## src/rtl/mem_arbiter_pkg.sv

```systemverilog
// Shared types and constants for the two-requester memory arbiter.
// Grant values double as indices into the {d, i} request vector.
package mem_arbiter_pkg;

  localparam int DEF_ADDR_W = 32;
  localparam int DEF_MEM_AW = 10;

  localparam logic GRANT_I = 1'b0;
  localparam logic GRANT_D = 1'b1;

  typedef enum logic [1:0] {
    ST_IDLE   = 2'd0,
    ST_ACCESS = 2'd1,
    ST_RESP   = 2'd2
  } state_e;

endpackage

```

## src/rtl/mem_arbiter_if.sv

```systemverilog
// Bus bundle between the arbiter, its two requesters and the shared RAM.
// The slave modport is the arbiter's view; master is the surrounding system.
interface mem_arbiter_if
  import mem_arbiter_pkg::*;
#(
  parameter int ADDR_W = DEF_ADDR_W,
  parameter int MEM_AW = DEF_MEM_AW
) ();

  logic              i_req;
  logic [ADDR_W-1:0] i_addr;
  logic              i_ack;
  logic [31:0]       i_rdata;

  logic              d_req;
  logic              d_we;
  logic [ADDR_W-1:0] d_addr;
  logic [31:0]       d_wdata;
  logic              d_ack;
  logic [31:0]       d_rdata;

  logic              mem_en;
  logic              mem_we;
  logic [MEM_AW-1:0] mem_addr;
  logic [31:0]       mem_wdata;
  logic [31:0]       mem_rdata;

  logic              busy;

  modport slave (
    input  i_req, i_addr, d_req, d_we, d_addr, d_wdata, mem_rdata,
    output i_ack, i_rdata, d_ack, d_rdata,
    output mem_en, mem_we, mem_addr, mem_wdata, busy
  );

  modport master (
    output i_req, i_addr, d_req, d_we, d_addr, d_wdata, mem_rdata,
    input  i_ack, i_rdata, d_ack, d_rdata,
    input  mem_en, mem_we, mem_addr, mem_wdata, busy
  );

endinterface

```

## src/rtl/mem_arbiter_rr_arb2.sv

```systemverilog
// Combinational two-way round-robin pick: on a conflict the requester that
// did not win last time gets the grant.
module rr_arb2
  import mem_arbiter_pkg::*;
(
  input  logic [1:0] req,
  input  logic       last,
  output logic       winner,
  output logic       valid
);

  always_comb begin
    valid = |req;
    if (&req) begin
      winner = ~last;
    end else begin
      winner = req[GRANT_D];
    end
  end

endmodule

```

## src/rtl/mem_arbiter.sv

```systemverilog
// Arbitrates an instruction-fetch port and a data port onto one synchronous
// single-port RAM: IDLE -> ACCESS (RAM command) -> RESP (capture) per access.
module mem_arbiter
  import mem_arbiter_pkg::*;
#(
  parameter int ADDR_W = DEF_ADDR_W,
  parameter int MEM_AW = DEF_MEM_AW
) (
  input logic          clock,
  input logic          resetn,
  mem_arbiter_if.slave bus
);

  state_e            state_q, state_d;
  logic              grant_q, grant_d;
  logic              last_grant_q, last_grant_d;
  logic              acc_we_q, acc_we_d;
  logic              mem_en_q, mem_en_d;
  logic              mem_we_q, mem_we_d;
  logic [MEM_AW-1:0] mem_addr_q, mem_addr_d;
  logic [31:0]       mem_wdata_q, mem_wdata_d;
  logic              i_ack_q, i_ack_d;
  logic              d_ack_q, d_ack_d;
  logic [31:0]       i_rdata_q, i_rdata_d;
  logic [31:0]       d_rdata_q, d_rdata_d;

  logic              start;
  logic              start_grant;
  logic [ADDR_W-1:0] win_addr;
  logic [1:0]        arb_req;
  logic              arb_winner;
  logic              arb_valid;
  logic              unused_addr_bits;

  // A requester still holds req during its ack cycle, so mask it there to
  // avoid granting the same request twice.
  assign arb_req = {bus.d_req & ~d_ack_q, bus.i_req & ~i_ack_q};

  rr_arb2 u_rr_arb2 (
    .req    (arb_req),
    .last   (last_grant_q),
    .winner (arb_winner),
    .valid  (arb_valid)
  );

  always_comb begin
    state_d      = state_q;
    grant_d      = grant_q;
    last_grant_d = last_grant_q;
    acc_we_d     = acc_we_q;
    mem_en_d     = 1'b0;
    mem_we_d     = 1'b0;
    mem_addr_d   = mem_addr_q;
    mem_wdata_d  = mem_wdata_q;
    i_ack_d      = 1'b0;
    d_ack_d      = 1'b0;
    i_rdata_d    = i_rdata_q;
    d_rdata_d    = d_rdata_q;
    start        = 1'b0;
    start_grant  = GRANT_I;

    case (state_q)
      ST_IDLE: begin
        if (arb_valid) begin
          start       = 1'b1;
          start_grant = arb_winner;
        end
      end
      ST_ACCESS: begin
        state_d = ST_RESP;
      end
      ST_RESP: begin
        // Only the other requester can chain straight into a new access.
        if (grant_q == GRANT_D) begin
          d_ack_d = 1'b1;
          if (!acc_we_q) d_rdata_d = bus.mem_rdata;
          if (bus.i_req) begin
            start       = 1'b1;
            start_grant = GRANT_I;
          end else begin
            state_d = ST_IDLE;
          end
        end else begin
          i_ack_d   = 1'b1;
          i_rdata_d = bus.mem_rdata;
          if (bus.d_req) begin
            start       = 1'b1;
            start_grant = GRANT_D;
          end else begin
            state_d = ST_IDLE;
          end
        end
      end
      default: begin
        state_d = ST_IDLE;
      end
    endcase

    win_addr = (start_grant == GRANT_D) ? bus.d_addr : bus.i_addr;

    if (start) begin
      state_d      = ST_ACCESS;
      grant_d      = start_grant;
      last_grant_d = start_grant;
      acc_we_d     = (start_grant == GRANT_D) & bus.d_we;
      mem_en_d     = 1'b1;
      mem_we_d     = (start_grant == GRANT_D) & bus.d_we;
      mem_addr_d   = win_addr[MEM_AW+1:2];
      mem_wdata_d  = bus.d_wdata;
    end
  end

  assign unused_addr_bits = ^{win_addr[1:0], win_addr[ADDR_W-1:MEM_AW+2]};

  always_ff @(posedge clock or negedge resetn) begin
    if (!resetn) begin
      state_q      <= ST_IDLE;
      grant_q      <= GRANT_I;
      last_grant_q <= GRANT_D;
      acc_we_q     <= 1'b0;
      mem_en_q     <= 1'b0;
      mem_we_q     <= 1'b0;
      mem_addr_q   <= '0;
      mem_wdata_q  <= '0;
      i_ack_q      <= 1'b0;
      d_ack_q      <= 1'b0;
      i_rdata_q    <= '0;
      d_rdata_q    <= '0;
    end else begin
      state_q      <= state_d;
      grant_q      <= grant_d;
      last_grant_q <= last_grant_d;
      acc_we_q     <= acc_we_d;
      mem_en_q     <= mem_en_d;
      mem_we_q     <= mem_we_d;
      mem_addr_q   <= mem_addr_d;
      mem_wdata_q  <= mem_wdata_d;
      i_ack_q      <= i_ack_d;
      d_ack_q      <= d_ack_d;
      i_rdata_q    <= i_rdata_d;
      d_rdata_q    <= d_rdata_d;
    end
  end

  assign bus.mem_en    = mem_en_q;
  assign bus.mem_we    = mem_we_q;
  assign bus.mem_addr  = mem_addr_q;
  assign bus.mem_wdata = mem_wdata_q;
  assign bus.i_ack     = i_ack_q;
  assign bus.i_rdata   = i_rdata_q;
  assign bus.d_ack     = d_ack_q;
  assign bus.d_rdata   = d_rdata_q;
  assign bus.busy      = (state_q != ST_IDLE);

endmodule

```

## src/flat_wrapper.sv

```systemverilog
// flat-port wrapper written by rule: the top's interface ports become plain ports
module mem_arbiter_flat import mem_arbiter_pkg::*;
#(
  parameter int ADDR_W = DEF_ADDR_W,
  parameter int MEM_AW = DEF_MEM_AW
)
  (clock, resetn, bus_i_req, bus_i_addr, bus_d_req, bus_d_we, bus_d_addr, bus_d_wdata, bus_mem_rdata, bus_i_ack, bus_i_rdata, bus_d_ack, bus_d_rdata, bus_mem_en, bus_mem_we, bus_mem_addr, bus_mem_wdata, bus_busy);
  mem_arbiter_if #(.ADDR_W(ADDR_W), .MEM_AW(MEM_AW)) bus_i ();
  input logic clock;
  input logic resetn;
  input wire logic [$bits(bus_i.i_req)-1:0] bus_i_req;
  input wire logic [$bits(bus_i.i_addr)-1:0] bus_i_addr;
  input wire logic [$bits(bus_i.d_req)-1:0] bus_d_req;
  input wire logic [$bits(bus_i.d_we)-1:0] bus_d_we;
  input wire logic [$bits(bus_i.d_addr)-1:0] bus_d_addr;
  input wire logic [$bits(bus_i.d_wdata)-1:0] bus_d_wdata;
  input wire logic [$bits(bus_i.mem_rdata)-1:0] bus_mem_rdata;
  output wire logic [$bits(bus_i.i_ack)-1:0] bus_i_ack;
  output wire logic [$bits(bus_i.i_rdata)-1:0] bus_i_rdata;
  output wire logic [$bits(bus_i.d_ack)-1:0] bus_d_ack;
  output wire logic [$bits(bus_i.d_rdata)-1:0] bus_d_rdata;
  output wire logic [$bits(bus_i.mem_en)-1:0] bus_mem_en;
  output wire logic [$bits(bus_i.mem_we)-1:0] bus_mem_we;
  output wire logic [$bits(bus_i.mem_addr)-1:0] bus_mem_addr;
  output wire logic [$bits(bus_i.mem_wdata)-1:0] bus_mem_wdata;
  output wire logic [$bits(bus_i.busy)-1:0] bus_busy;
  assign bus_i.i_req = bus_i_req;
  assign bus_i.i_addr = bus_i_addr;
  assign bus_i.d_req = bus_d_req;
  assign bus_i.d_we = bus_d_we;
  assign bus_i.d_addr = bus_d_addr;
  assign bus_i.d_wdata = bus_d_wdata;
  assign bus_i.mem_rdata = bus_mem_rdata;
  assign bus_i_ack = bus_i.i_ack;
  assign bus_i_rdata = bus_i.i_rdata;
  assign bus_d_ack = bus_i.d_ack;
  assign bus_d_rdata = bus_i.d_rdata;
  assign bus_mem_en = bus_i.mem_en;
  assign bus_mem_we = bus_i.mem_we;
  assign bus_mem_addr = bus_i.mem_addr;
  assign bus_mem_wdata = bus_i.mem_wdata;
  assign bus_busy = bus_i.busy;
  mem_arbiter #(.ADDR_W(ADDR_W), .MEM_AW(MEM_AW)) u_core (.clock(clock), .resetn(resetn), .bus(bus_i));
endmodule
```

## config.mk

```make
export PLATFORM = sky130hd
export DESIGN_NAME = mem_arbiter_flat
export DESIGN_NICKNAME = d
export VERILOG_FILES = /design/src/rtl/mem_arbiter_pkg.sv /design/src/rtl/mem_arbiter_if.sv /design/src/rtl/mem_arbiter_rr_arb2.sv /design/src/rtl/mem_arbiter.sv /design/src/flat_wrapper.sv
export SDC_FILE = /design/constraint.sdc
export NUM_CORES = 1
export LEC_CHECK = 0
export ABC_AREA = 1
export ABC_CLOCK_PERIOD_IN_PS = 1200
export CORE_ASPECT_RATIO = 2
export CORE_UTILIZATION = 36
export CTS_BUF_LIST = sky130_fd_sc_hd__clkbuf_4 sky130_fd_sc_hd__clkbuf_8
export CTS_CLUSTER_DIAMETER = 50
export CTS_CLUSTER_SIZE = 40
export DETAILED_ROUTE_END_ITERATION = 12
export PLACE_DENSITY_LB_ADDON = 0.1
export RECOVER_POWER = 50
export SYNTH_ARGS = -nofsm -noshare
export SYNTH_HDL_FRONTEND = slang
export SYNTH_SLANG_ARGS = --single-unit
export TNS_END_PERCENT = 10
```

## constraint.sdc

```tcl
create_clock -name clock -period 1.2 [get_ports clock]
set_input_delay 0.24 -clock clock [delete_from_list [all_inputs] [get_ports clock]]
set_output_delay 0.24 -clock clock [all_outputs]
set_load 0.03 [all_outputs]
```

**Word-level counts from Yosys, hierarchy flattened**

Cells that the tools add are included.

- Equal/unequal tests: 5
- Multiplexer cells: 21
- Bitwise logic cells: 8
- Reduce and logical (&&, ||, !) cells: 7

Operators by type and width:

| operator | number |
|---|---|
| 2-to-1 mux 1 bit | 13 |
| 2-to-1 mux 12 bit | 1 |
| 2-to-1 mux 2 bit | 4 |
| one-hot mux 2 bit (3 select lines) | 1 |
| AND reduction 3 bit | 2 |
| NOT 1 bit | 5 |
| != test 4 x 2 -> 1 bit (second input constant) | 1 |
| != test 4 bit (second input constant) | 1 |
| one-hot mux 1 bit (2 select lines) | 2 |
| AND reduction 2 bit | 2 |
| AND 1 bit | 3 |
| == test 2 x 1 -> 1 bit (second input constant) | 1 |
| == test 2 bit (second input constant) | 1 |
| logical NOT 2 bit | 1 |
| != test 2 x 1 -> 1 bit (second input constant) | 1 |
| nonzero test 2 bit | 1 |
| OR reduction 2 bit | 1 |

- Register bits: 115
- Input port bits: 133
- Output and inout bits: 111

**Depth between registers and ports, before layout**

Gate-level depths: netlist (run 1).

- Depth in word-level cells: 8
- Depth in mapped cells: 8

**Cells and area by module**

Synthesis (run 1) repeated with hierarchy kept, for this count alone.

- Cells, all modules: 505
- Area, all modules: 4,591.9 sq um

Modules (own cells, without submodules):

| module | times used | cells an instance | area an instance (sq um) |
|---|---|---|---|
| mem_arbiter | 1 | 502 | 4,576.9 |
| rr_arb2 | 1 | 3 | 15.0 |

**Worst setup path after synthesis (run 1)**

No wires, ideal clock.

- Kind: flip-flop to flip-flop
- From: reg u_core.d_ack_q, in the netlist u_core.bus.d_ack
- To: reg u_core.mem_addr_q[3], in the netlist u_core.bus.mem_addr[3]
- Arrival time: 1.190 ns
- Setup slack: -0.108 ns
- Stages on the path, launching flop included: 7
- Buffers on the path: 1
- Period minus slack after synthesis: 1.308 ns
- Cells stage by stage: dfrtp_1 -> nor2_1 -> o21ai_2 -> nand2_4 -> buf_4 -> nand3_1 -> nand2_1

- Longest elaborated chain between the ends: 7
- Elaborated cells on any way between the ends: 10

RTL lines:

| element | RTL line | source |
|---|---|---|
| from (decl) | mem_arbiter.sv:23 | `logic d_ack_q, d_ack_d;` |
| from (signal assigned) | mem_arbiter.sv:139 | `d_ack_q <= d_ack_d;` |
| NOT 1 bit (*) | mem_arbiter.sv:37 | `assign arb_req = {bus.d_req & ~d_ack_q, bus.i_req & ~i_ack_q};` |
| AND 1 bit (*) | mem_arbiter.sv:37 |  |
| AND reduction 2 bit | mem_arbiter_rr_arb2.sv:14 | `if (&req) begin` |
| 2-to-1 mux 1 bit | mem_arbiter_rr_arb2.sv:14 |  |
| 2-to-1 mux 1 bit | mem_arbiter.sv:64 | `if (arb_valid) begin` |
| one-hot mux 1 bit (2 select lines) | mem_arbiter.sv:62 | `case (state_q)` |
| 2-to-1 mux 12 bit | mem_arbiter.sv:99 | `win_addr = (start_grant == GRANT_D) ? bus.d_addr : bus.i_addr;` |
| to (signal assigned) | mem_arbiter.sv:136 | `mem_addr_q <= mem_addr_d;` |
| to (decl) | mem_arbiter.sv:20 | `logic [MEM_AW-1:0] mem_addr_q, mem_addr_d;` |

Mark *: on every way between the ends. The rest lies on a longest branch, timed or not.
A chain may end at the register's enable or synchronous reset.

**Worst setup path in the final report (run 1)**

- From: reg u_core.state_q[0]
- To: reg u_core.mem_wdata_q[21], in the netlist u_core.bus.mem_wdata[21]

- Longest elaborated chain between the ends: 2
- Elaborated cells on any way between the ends: 3

RTL lines:

| element | RTL line | source |
|---|---|---|
| from (decl) | mem_arbiter.sv:14 | `state_e state_q, state_d;` |
| from (signal assigned) | mem_arbiter.sv:130 | `state_q <= state_d;` |
| == test 2 bit or logical NOT 2 bit (tied branches) | mem_arbiter.sv:62 |  |
| one-hot mux 1 bit (2 select lines) (*) | mem_arbiter.sv:62 |  |
| to (signal assigned) | mem_arbiter.sv:137 | `mem_wdata_q <= mem_wdata_d;` |
| to (decl) | mem_arbiter.sv:21 | `logic [31:0] mem_wdata_q, mem_wdata_d;` |

Marks and branches as above.

==> impl_results.html, run 1 <==
<table>
<tr><th>Metric</th><th>Value</th></tr>
<tr><th colspan="2">Floorplan</th></tr>
<tr><td>Top-level port count</td><td>244</td></tr>
<tr><td>Die Span Y</td><td>160 um</td></tr>
<tr><td>Std-Cell Rows</td><td>57</td></tr>
<tr><td>Initial core utilization</td><td>37.0%</td></tr>
<tr><td>X dimension of the die</td><td>81.2 um</td></tr>
<tr><td>Area of the die</td><td>13000 sq um</td></tr>
<tr><td>Core region area</td><td>12200 sq um</td></tr>
<tr><th colspan="2">STA</th></tr>
<tr><td>Slew at the pin closest to its max-slew limit</td><td>0.764 ns</td></tr>
<tr><td>Final Critical Period</td><td>1.49 ns</td></tr>
<tr><td>Worst relative slew slack</td><td>49.1%</td></tr>
<tr><td>Fin worst setup slack</td><td>-0.286 ns</td></tr>
<tr><td>Unrepaired setup endpoints after global routing</td><td>true</td></tr>
<tr><td>Final-layout worst hold slack</td><td>0.360 ns</td></tr>
<tr><td>Final-report max-slew violation count</td><td>0</td></tr>
<tr><td>Period utilisation layout</td><td>124%</td></tr>
<tr><td>Layout Skew</td><td>0.0145 ns</td></tr>
<tr><td>Final setup violation count</td><td>156</td></tr>
<tr><td>Count of endpoints failing hold in the final timing report</td><td>0</td></tr>
<tr><td>Max frequency</td><td>673 MHz</td></tr>
<tr><th colspan="2">Routing</th></tr>
<tr><td>DRC violation total after the first TritonRoute iteration</td><td>113</td></tr>
<tr><td>Avg WL per Cell</td><td>14.8 um</td></tr>
<tr><td>Via density per instance</td><td>4.56</td></tr>
<tr><td>Vias post-DR</td><td>4060</td></tr>
<tr><td>Total wire length</td><td>13.2 mm</td></tr>
<tr><td>Number of iterations in the first detailed-routing pass</td><td>4</td></tr>
<tr><td>Post-detailed-route DRC marker count</td><td>0</td></tr>
<tr><td>Antenna Violating Nets Remaining</td><td>0</td></tr>
<tr><th colspan="2">Clocking</th></tr>
<tr><td>Max Buffers Root-to-Sink</td><td>2</td></tr>
<tr><td>TritonCTS clock tree</td><td>built</td></tr>
<tr><td>Worst skew pair latency</td><td>0.42 ns</td></tr>
<tr><td>Clock slew at the register clock pins of the worst setup and hold paths</td><td>0.07 ns</td></tr>
<tr><td>Sink Count</td><td>115</td></tr>
<tr><td>Number of levels the H-tree was split into</td><td>4</td></tr>
<tr><td>Buffer type at the clock tree root</td><td>clkbuf_8</td></tr>
<tr><td>Inserted Clock Buffers</td><td>17</td></tr>
<tr><th colspan="2">Setup path</th></tr>
<tr><td>Endpoint kind of the worst setup timing path</td><td>flop</td></tr>
<tr><td>Slowest cell on the critical path</td><td>dfrtp_2</td></tr>
<tr><td>Worst EP arrival</td><td>1.80 ns</td></tr>
<tr><td>Startpoint class of the critical path</td><td>flop</td></tr>
<tr><td>Count of buffering cells on the critical path with inverters included</td><td>3</td></tr>
<tr><td>Required time of the worst setup path</td><td>1.51 ns</td></tr>
<tr><td>Type of the worst setup path</td><td>reg2reg</td></tr>
<tr><td>Crit-path leading delay family</td><td>buffers and inverters</td></tr>
<tr><td>Largest stage delay, worst path</td><td>0.44 ns</td></tr>
<tr><td>Cell-by-cell trace of the critical path</td><td>buf_6 -&gt; nor2_4 -&gt; nand2_2 -&gt; nand2_4 -&gt; buf_12 -&gt; clkinv_8 -&gt; nand2_4 -&gt; nand2_2</td></tr>
<tr><td>Highest net fanout along the worst path</td><td>6</td></tr>
<tr><th colspan="2">Synth</th></tr>
<tr><td>Share of the yosys chip area belonging to registers</td><td>63.8%</td></tr>
<tr><td>Synth warn</td><td>0</td></tr>
<tr><td>Post-synthesis instance area</td><td>4520 sq um</td></tr>
<tr><td>Synth cell types</td><td>18</td></tr>
<tr><td>Average footprint of a synthesized cell</td><td>9.03 sq um</td></tr>
<tr><td>Number of cells produced by synthesis</td><td>500</td></tr>
<tr><td>Portion of synthesized cell area occupied by the leading cell type</td><td>63.2%</td></tr>
<tr><td>Synth area leaders</td><td>dfrtp_1 (63%), nand2_1 (16%), o21ai_1 (6.1%)</td></tr>
<tr><td>Synth Net Count</td><td>633</td></tr>
<tr><td>Dominant cell type by area after synthesis</td><td>dfrtp_1</td></tr>
<tr><td>Flops &amp; latches, synth</td><td>115</td></tr>
<tr><th colspan="2">Status</th></tr>
<tr><td>Run status</td><td>finished, violations left</td></tr>
<tr><td>Violations in the final reports</td><td>negative setup slack</td></tr>
<tr><th colspan="2">Placed design</th></tr>
<tr><td>GPL Wtd Cong</td><td>0.803</td></tr>
<tr><td>Post-DP HPWL</td><td>8.49 mm</td></tr>
<tr><td>Post-placement worst setup slack</td><td>-0.522 ns</td></tr>
<tr><td>Placed cell areas</td><td>6540 sq um</td></tr>
<tr><td>Number of placed cells counting well taps</td><td>841</td></tr>
<tr><td>I/O Buffers</td><td>199</td></tr>
<tr><th colspan="2">GRT</th></tr>
<tr><td>Largest net degree at the start of global routing</td><td>56</td></tr>
<tr><td>First-pass GRT wire length</td><td>20.6 mm</td></tr>
<tr><td>Vias in the first global route</td><td>4234</td></tr>
<tr><td>Grt ovf</td><td>0</td></tr>
<tr><td>Total routing usage reported by global routing</td><td>21.1%</td></tr>
<tr><td>Initial antenna violation count</td><td>0</td></tr>
<tr><th colspan="2">Hold path</th></tr>
<tr><td>Worst min-delay path category</td><td>in2reg</td></tr>
<tr><th colspan="2">Final layout</th></tr>
<tr><td>Final cell utilization of the core</td><td>63.5%</td></tr>
<tr><td>Proportion of layout cells with a drive suffix above 1</td><td>29.7%</td></tr>
<tr><td>Final cell area excluding filler cells</td><td>7750 sq um</td></tr>
<tr><td>Count of non-filler cells in the finished layout</td><td>891</td></tr>
<tr><td>Most common cell after layout, fill and taps aside</td><td>nand2_1</td></tr>
<tr><td>Antenna diode count</td><td>0</td></tr>
<tr><td>Synth-to-layout area growth</td><td>71.6%</td></tr>
<tr><td>Final Net Count</td><td>865</td></tr>
<tr><td>Commonest cells after routing, fill and taps aside</td><td>nand2_1 (175), buf_6 (118), dfrtp_1 (111)</td></tr>
<tr><th colspan="2">Run</th></tr>
<tr><td>MaxCap Viol Count</td><td>0</td></tr>
<tr><th colspan="2">Power</th></tr>
<tr><td>Pwr dens</td><td>3290 nW/um^2</td></tr>
<tr><td>Leak</td><td>3.98 nW</td></tr>
<tr><td>Peak ir drop on the vdd network</td><td>1990 uV</td></tr>
</table>
state kept, by name, summed over array words and instances, names as in the netlist:
name and cells:
u_core.acc_we_q 1, u_core.bus.d_ack 1, u_core.bus.d_rdata 32, u_core.bus.i_ack 1, u_core.bus.i_rdata 32, u_core.bus.mem_addr 10
u_core.bus.mem_en 1, u_core.bus.mem_wdata 32, u_core.bus.mem_we 1, u_core.grant_q 1, u_core.last_grant_q 1, u_core.state_q 2
worst reg2reg max path: stages (launching register included):
cell and delay, ns:
dfrtp_2 0.44, buf_6 0.14, nor2_4 0.12, nand2_2 0.09, nand2_4 0.13, buf_12 0.23, clkinv_8 0.12, nand2_4 0.07
nand2_2 0.03
power by group:
part           internal, mW  total [mW]  leakage (nW)  switching [mW]
combinational          6.50        14.7          2.40            8.24
sequential             5.84        7.35          1.41            1.51
clock                  1.71        3.39         0.174            1.69
total                  14.0        25.5          3.98            11.4
final timing paths:
kind                       slack (ns)           startpoint                  endpoint  depth (start not counted)
setup / recovery                -0.29    u_core.state_q[0]  u_core.bus.mem_wdata[21]                          8
hold / removal                   0.36      bus_d_wdata[31]  u_core.bus.mem_wdata[31]                          3
setup reg to reg                -0.29    u_core.state_q[0]  u_core.bus.mem_wdata[21]                          8
hold reg to reg                  0.48  u_core.last_grant_q       u_core.last_grant_q                          2
max in group asynchronous        0.03               resetn     u_core.bus.i_rdata[7]                          3
min in group asynchronous        0.41               resetn    u_core.bus.mem_addr[8]                          2
cell type report:
type,instances,area [sq um]
Timing Repair inverter,5,72.6
Tap cell,147,184
Timing Repair Buffer,232,2590
Fill cell,982,4450
Sequential cell,115,2880
Multi-Input combinational cell,297,1380
Inverter,64,259
Clock inverter,13,129
Clock buffer,18,248
per-layer routing:
| layer | GRT usage (%) | routed length (um) | vias to the layer above |
|---|---|---|---|
| met5 | 0 | 0 | - |
| met1 | 21.3 | 4700 | 1902 |
| met2 | 38.4 | 7430 | 147 |
| met3 | 6.02 | 802 | 20 |
| li1 | - | - | 1991 |
| met4 | 9.42 | 276 | 0 |
kinds of logic after synthesis:
logic type	after synthesis	synth area share, %
simple gates	229	20.2
buf+inv	88	8.40
flops	115	63.8
compound gates	68	7.62
synth_stat cells:
cell,n
buf_2,16
buf_4,7
clkbuf_1,1
dfrtp_1,114
dfstp_2,1
inv_1,62
inv_2,1
inv_4,1
nand2_1,198
nand2_2,1
nand2_4,1
nand3_1,23
nor2_1,4
nor2_2,1
nor3_4,1
o21ai_0,12
o21ai_1,55
o21ai_2,1
through the flow:
step                TNS [ns]  total power [mW]
finish                -19.62              25.5
global route          -36.67              26.9
CTS                   -24.52              25.2
detailed placement    -26.15              18.7
global placement      -23.96              18.5
floorplan            -0.0312              13.9
what timing repair did:
action                                  CTS  global route
endpoints found under the setup margin  222           223
gates resized for setup                 142            30
cloned                                    7             1
buffers inserted                          8             3
pin swaps                                 5             7
hold endpoints to repair                115             0
hold buffers                              1             0
Note: power is estimated with default switching activity, not from simulation.
==> run 2, diff against run 1 <==
Settings changed: SLEW_MARGIN set to 20.
==> results of run 2 <==
Final layout, timing and power as in run 1 (identical DEF).
==> run 3, diff against run 2 <==
Settings changed: CORE_UTILIZATION 36 to 35, CTS_BUF_LIST sky130_fd_sc_hd__clkbuf_4 sky130_fd_sc_hd__clkbuf_8 to sky130_fd_sc_hd__clkbuf_4 sky130_fd_sc_hd__clkbuf_8 sky130_fd_sc_hd__clkbuf_16, CTS_CLUSTER_SIZE 40 to 16.
==> impl_results.html, run 3 (synthesized netlist as in run 1, its figures left out) <==
<table>
<tr><th>Metric</th><th>Value</th></tr>
<tr><th colspan="2">Setup path</th></tr>
<tr><td>Crit Reg-Reg Startpoint</td><td>u_core.state_q[0]</td></tr>
<tr><td>Worst r2r path cells</td><td>6</td></tr>
<tr><td>Worst EP arrival</td><td>1.20 ns</td></tr>
<tr><td>Startpoint class of the critical path</td><td>flop</td></tr>
<tr><td>Worst R2R End</td><td>u_core.bus.d_rdata[0]</td></tr>
<tr><td>Highest net fanout along the worst path</td><td>2</td></tr>
<tr><td>Endpoint kind of the worst setup timing path</td><td>output pin</td></tr>
<tr><td>Internal reg-to-reg setup slack</td><td>-0.21 ns</td></tr>
<tr><td>Required time of the worst setup path</td><td>0.96 ns</td></tr>
<tr><td>Type of the worst setup path</td><td>reg2out</td></tr>
<tr><th colspan="2">GRT</th></tr>
<tr><td>Largest net degree at the start of global routing</td><td>51</td></tr>
<tr><td>Grt ovf</td><td>0</td></tr>
<tr><td>Vias in the first global route</td><td>4051</td></tr>
<tr><td>Initial antenna violation count</td><td>0</td></tr>
<tr><td>Total routing usage reported by global routing</td><td>19.7%</td></tr>
<tr><td>First-pass GRT wire length</td><td>19.7 mm</td></tr>
<tr><th colspan="2">Clocking</th></tr>
<tr><td>Buffer type at the clock tree root</td><td>clkbuf_16</td></tr>
<tr><td>TritonCTS clock tree</td><td>built</td></tr>
<tr><td>Max Buffers Root-to-Sink</td><td>2</td></tr>
<tr><td>Clock slew at the register clock pins of the worst setup and hold paths</td><td>0.06 ns</td></tr>
<tr><td>Sink Count</td><td>115</td></tr>
<tr><td>Number of levels the H-tree was split into</td><td>4</td></tr>
<tr><td>Inserted Clock Buffers</td><td>17</td></tr>
<tr><td>Worst skew pair latency</td><td>0.40 ns</td></tr>
<tr><th colspan="2">STA</th></tr>
<tr><td>Worst relative slew slack</td><td>66.6%</td></tr>
<tr><td>Final setup violation count</td><td>116</td></tr>
<tr><td>Max frequency</td><td>692 MHz</td></tr>
<tr><td>Final Critical Period</td><td>1.44 ns</td></tr>
<tr><td>Final-report max-slew violation count</td><td>0</td></tr>
<tr><td>Fin worst setup slack</td><td>-0.245 ns</td></tr>
<tr><td>Count of endpoints failing hold in the final timing report</td><td>0</td></tr>
<tr><td>Unrepaired setup endpoints after global routing</td><td>true</td></tr>
<tr><td>Final-layout worst hold slack</td><td>0.382 ns</td></tr>
<tr><td>Layout Skew</td><td>0.00899 ns</td></tr>
<tr><td>Setup TNS</td><td>-17.52 ns</td></tr>
<tr><td>Slew at the pin closest to its max-slew limit</td><td>0.501 ns</td></tr>
<tr><td>Period utilisation layout</td><td>120%</td></tr>
<tr><th colspan="2">Floorplan</th></tr>
<tr><td>Die Span Y</td><td>163 um</td></tr>
<tr><td>X dimension of the die</td><td>82.3 um</td></tr>
<tr><td>Initial core utilization</td><td>36.0%</td></tr>
<tr><td>Std-Cell Rows</td><td>58</td></tr>
<tr><td>Top-level port count</td><td>244</td></tr>
<tr><td>Core region area</td><td>12600 sq um</td></tr>
<tr><td>Area of the die</td><td>13400 sq um</td></tr>
<tr><th colspan="2">Power</th></tr>
<tr><td>Peak ir drop on the vdd network</td><td>2060 uV</td></tr>
<tr><td>Leak</td><td>4.07 nW</td></tr>
<tr><td>Fraction of power spent switching nets</td><td>42.3%</td></tr>
<tr><td>Combinational share of power</td><td>53.7%</td></tr>
<tr><td>Sequential share of power</td><td>27.6%</td></tr>
<tr><td>Power share of the clock group</td><td>18.6%</td></tr>
<tr><td>Total power consumption of the routed design</td><td>26.5 mW</td></tr>
<tr><td>Power dissipated by switching net loads</td><td>11.2 mW</td></tr>
<tr><td>Internal Power</td><td>15.3 mW</td></tr>
<tr><td>Pwr dens</td><td>3340 nW/um^2</td></tr>
<tr><th colspan="2">Hold path</th></tr>
<tr><td>Worst min-delay path category</td><td>in2reg</td></tr>
<tr><td>Hold path endpoint</td><td>u_core.bus.mem_wdata[27]</td></tr>
<tr><td>Beginning of the worst hold path</td><td>bus_d_wdata[27]</td></tr>
<tr><td>Worst hold path cell count</td><td>3</td></tr>
<tr><th colspan="2">Run</th></tr>
<tr><td>MaxCap Viol Count</td><td>0</td></tr>
<tr><th colspan="2">Final layout</th></tr>
<tr><td>Final cell area excluding filler cells</td><td>7930 sq um</td></tr>
<tr><td>Synth-to-layout area growth</td><td>75.6%</td></tr>
<tr><td>Commonest cells after routing, fill and taps aside</td><td>nand2_1 (193), buf_6 (116), dfrtp_1 (111)</td></tr>
<tr><td>Final Net Count</td><td>861</td></tr>
<tr><td>Most common cell after layout, fill and taps aside</td><td>nand2_1</td></tr>
<tr><td>Final cell utilization of the core</td><td>63.1%</td></tr>
<tr><td>Count of non-filler cells in the finished layout</td><td>890</td></tr>
<tr><td>Antenna diode count</td><td>0</td></tr>
<tr><td>Proportion of layout cells with a drive suffix above 1</td><td>27.0%</td></tr>
<tr><th colspan="2">Routing</th></tr>
<tr><td>Via density per instance</td><td>4.58</td></tr>
<tr><td>DRC violation total after the first TritonRoute iteration</td><td>105</td></tr>
<tr><td>Vias post-DR</td><td>4077</td></tr>
<tr><td>Antenna Violating Nets Remaining</td><td>0</td></tr>
<tr><td>Number of iterations in the first detailed-routing pass</td><td>4</td></tr>
<tr><td>Post-detailed-route DRC marker count</td><td>0</td></tr>
<tr><td>Avg WL per Cell</td><td>15.2 um</td></tr>
<tr><td>Total wire length</td><td>13.6 mm</td></tr>
<tr><th colspan="2">Placed design</th></tr>
<tr><td>Placed cell areas</td><td>6520 sq um</td></tr>
<tr><td>Post-placement worst setup slack</td><td>-0.489 ns</td></tr>
<tr><td>Number of placed cells counting well taps</td><td>841</td></tr>
<tr><td>Post-DP HPWL</td><td>8.64 mm</td></tr>
<tr><td>I/O Buffers</td><td>199</td></tr>
<tr><td>GPL Wtd Cong</td><td>0.764</td></tr>
<tr><th colspan="2">Status</th></tr>
<tr><td>Run status</td><td>finished, violations left</td></tr>
<tr><td>Violations in the final reports</td><td>negative setup slack</td></tr>
</table>
run 3: changes by cell type in the layout (fill, tap and decap cells not counted), sizes merged:
cell and change:
clkinv -2, buf -7, clkbuf +8, bufinv +1, inv -3, bufbuf -1
run 3: cell type report:
class,count,area [sq um]
well taps,150,188
repair buffers,233,2680
multi-input cells,297,1350
clock inverters,14,155
clock buffers,17,425
inverters,64,253
flip-flops and latches,115,2880
fillers,1064,4630
run 3: how the worst max path moves through the flow:
stage | cells after the start | startpoint | endpoint | slack, ns
2_1_floorplan | 7 | u_core.bus.d_ack | u_core.bus.mem_wdata[0] | -0.001
3_3_place_gp | 8 | bus_i_req | u_core.bus.mem_addr[1] | -0.47
3_5_place_dp | 8 | bus_i_req | u_core.bus.mem_wdata[7] | -0.49
4_1_cts | 4 | u_core.state_q[0] | bus_busy | -0.26
5_1_grt | 4 | u_core.state_q[1] | bus_busy | -0.29
6_report | 4 | u_core.state_q[0] | bus_busy | -0.24
run 3: power groups by stage:
stage,sequential [mW],combinational (mW),clock [mW]
6_report,7.32,14.2,4.93
3_3_place_gp,6.96,11.4,0
5_1_grt,7.50,15.3,5.20
3_5_place_dp,7.00,11.6,0
2_1_floorplan,10.4,3.45,0
4_1_cts,7.29,13.5,5.02
run 3: critical path, cell delays in order (launching register included):
cell     delay (ns)
dfrtp_2        0.42
nor2_4         0.14
buf_6          0.10
inv_2          0.02
buf_6          0.12
run 3: metal layers:
metal | global-route usage, % | share of wire, % | vias to the layer above
met5 | 0 | 0 | -
met4 | 8.29 | 1.7 | 0
met3 | 5.99 | 6.6 | 17
met2 | 34.6 | 56 | 137
met1 | 21.1 | 36 | 1939
li1 | - | - | 1984
run 3: timing repair:
action	in CTS	in global routing
hold endpoints to repair	114	0
gates resized for setup	119	27
hold buffers	1	0
setup buffers	5	2
setup endpoints to repair	212	217
pin swaps	3	2
cloned	2	8
==> edit: new RTL, flow settings as in run 1 <==
Reset style: synchronous (`resetn`), changed in one clocked block.
--- a/src/rtl/mem_arbiter.sv
+++ b/src/rtl/mem_arbiter.sv
@@ -112,7 +112,7 @@
 
   assign unused_addr_bits = ^{win_addr[1:0], win_addr[ADDR_W-1:MEM_AW+2]};
 
-  always_ff @(posedge clock or negedge resetn) begin
+  always_ff @(posedge clock) begin
     if (!resetn) begin
       state_q      <= ST_IDLE;
       grant_q      <= GRANT_I;
Formal check against the unedited RTL: differs if resetn is asserted again (counterexample within 4 cycles, from zero or initial values and one cycle with resetn low); with resetn held inactive, the same outputs for 4 cycles.
==> edit against run 1 <==
  * The flow still finishes with violations (setup timing)
  * Via count grew 8.3%
  * Worst setup slack gained 0.047 ns
  * Routed wire length grew 6.5%
  * Critical path depth grew 2
  * Sequential cell count is the same
  * Clock skew shrank 0.0016 ns
  * Utilization grew 4.5 points
  * Die area shrank 9.1%
  * Cell area shrank 3.3%
  * Area after synthesis shrank 9.2%
  * Largest cell class is now non-clock buffers
Power is not compared: it rests on default switching activity, and its combinational part moved more than twofold at a synthesized area within 25%.
==> edit: results (changes against run 1) <==
| Metric | Value |
|---|---|
| Synth Flop Type | dfxtp_1 |
| Fin worst setup slack | -0.239 ns (+0.0468 ns) |
| R2R cell count | 10 (+2) |
| Fin Setup TNS | -13.56 ns (+6.06 ns) |
| Setup Skew | 0.0129 ns (-0.00158 ns) |
| First-pass GRT wire length | 21.5 mm (+4.3%) |
| Tot GR Track Use | 23.4% (+2.3 points) |
| Crit path capture | u_core.bus.mem_wdata[0] |
| Worst-path cell with the longest stage delay | dfxtp_4 |
| FFs w/ async S/R, synth | 0% (-100 points) |
| GPL Wtd Cong | 0.780 (-3.0%) |
| Status | finished, violations left |
| CP delay by family, top | simple AND/OR/NAND/NOR gates |
| Max-Slew Margin vs Limit | 71.1% (+22 points) |
| Nets | 896 (+3.6%) |
| Largest stage delay, worst path | 0.37 ns (-0.07 ns) |
| Failing checks | setup timing |
| Layout fillers | 883 (-10%) |
| Final setup vio count | 103 (-34%) |
| Mapped Cells | 539 (+7.8%) |
| Vias in the first global route | 4,271 (+0.87%) |
| Layout cell share with drive strength beyond 1 | 42.1% (+12 points) |
| Post-detailed-route via-to-cell ratio | 4.80 (+5.3%) |
| Largest net degree at the start of global routing | 36 (-36%) |
| DRT Pass-1 Iters | 5 (+1) |
| DRT iter0 DRCs | 117 (+3.5%) |
## edit: changes by cell type in the layout (fill, tap and decap cells not counted), sizes merged, moves of 3 or more
cell / before / now
a21oi: 0 / 32
buf: 142 / 145
dfrtp: 114 / 0
dfxtp: 0 / 115
inv: 71 / 15
nand2: 200 / 193
nand3: 23 / 45
nor2: 5 / 75
o21ai: 68 / 36
## edit: through the flow
step,total power [mW],worst slack [ns]
floorplan,5.20,-0.00786
global placement,6.07,-0.801
detailed placement,6.09,-0.897
CTS,10.3,-0.231
global route,10.8,-0.326
finish,10.4,-0.239
## edit: area by class of cell
cell class	count	area [um2]	share of cell area [%]
clock inverter	14	178	2.37
tap	140	175	2.34
multi-input combinational	382	1790	23.9
timing repair buffer	235	2620	35.0
clock buffer	18	248	3.31
sequential	115	2420	32.3
inverter	12	57.6	0.768
## edit: cell families (layout without fill, tap and decap cells)
logic type	after synthesis	count (layout)	synth area share [%]
simple gates	311	314	30.6
flops	115	115	56.2
compound gates	68	68	8.30
buf+inv	45	279	4.95
## edit: metal layers
metal  global-route usage, %  up-vias  part of all wire (%)
met1                    23.8     2031                    36
li1                        -     2163                     -
met3                    8.12       21                   7.0
met2                    42.4      182                    54
met4                    9.88        0                   2.5
met5                       0        -                     0
## edit: report_power, final
| part | internal (mW) | switching (mW) |
|---|---|---|
| Clock | 2.13 | 1.71 |
| Combinational | 1.09 | 1.20 |
| Sequential | 4.08 | 0.177 |
| Total | 7.30 | 3.09 |
## edit: worst min-delay path by stage
stage,startpoint,end,slack [ns],cells after the start
3_5_place_dp,u_core.bus.mem_addr[9],u_core.bus.mem_addr[9],0.44,2
2_1_floorplan,bus_d_wdata[0],u_core.bus.mem_wdata[0],0.34,2
4_1_cts,bus_d_wdata[6],u_core.bus.mem_wdata[6],0.31,3
5_1_grt,bus_d_wdata[7],u_core.bus.mem_wdata[7],0.33,3
6_report,bus_d_wdata[6],u_core.bus.mem_wdata[6],0.34,3
3_3_place_gp,u_core.bus.mem_wdata[5],u_core.bus.mem_wdata[5],0.44,2
## edit: repair_timing
action	4_1_cts	5_1_grt
buffers inserted	12	1
pin swaps	20	20
hold endpoints to repair	0	0
gates resized for setup	122	159
gates cloned	5	3
hold buffers	0	0
endpoints found under the setup margin	162	201
## edit: worst register-to-register path: stages (launching register included)
cell and delay [ns]:
dfxtp_4 0.37, inv_2 0.05, nor2_4 0.13, nand2_2 0.09, nand2_4 0.15, buf_6 0.14
nand2_8 0.06, inv_12 0.12, clkbuf_16 0.16, nand2_1 0.05, nand2_1 0.06
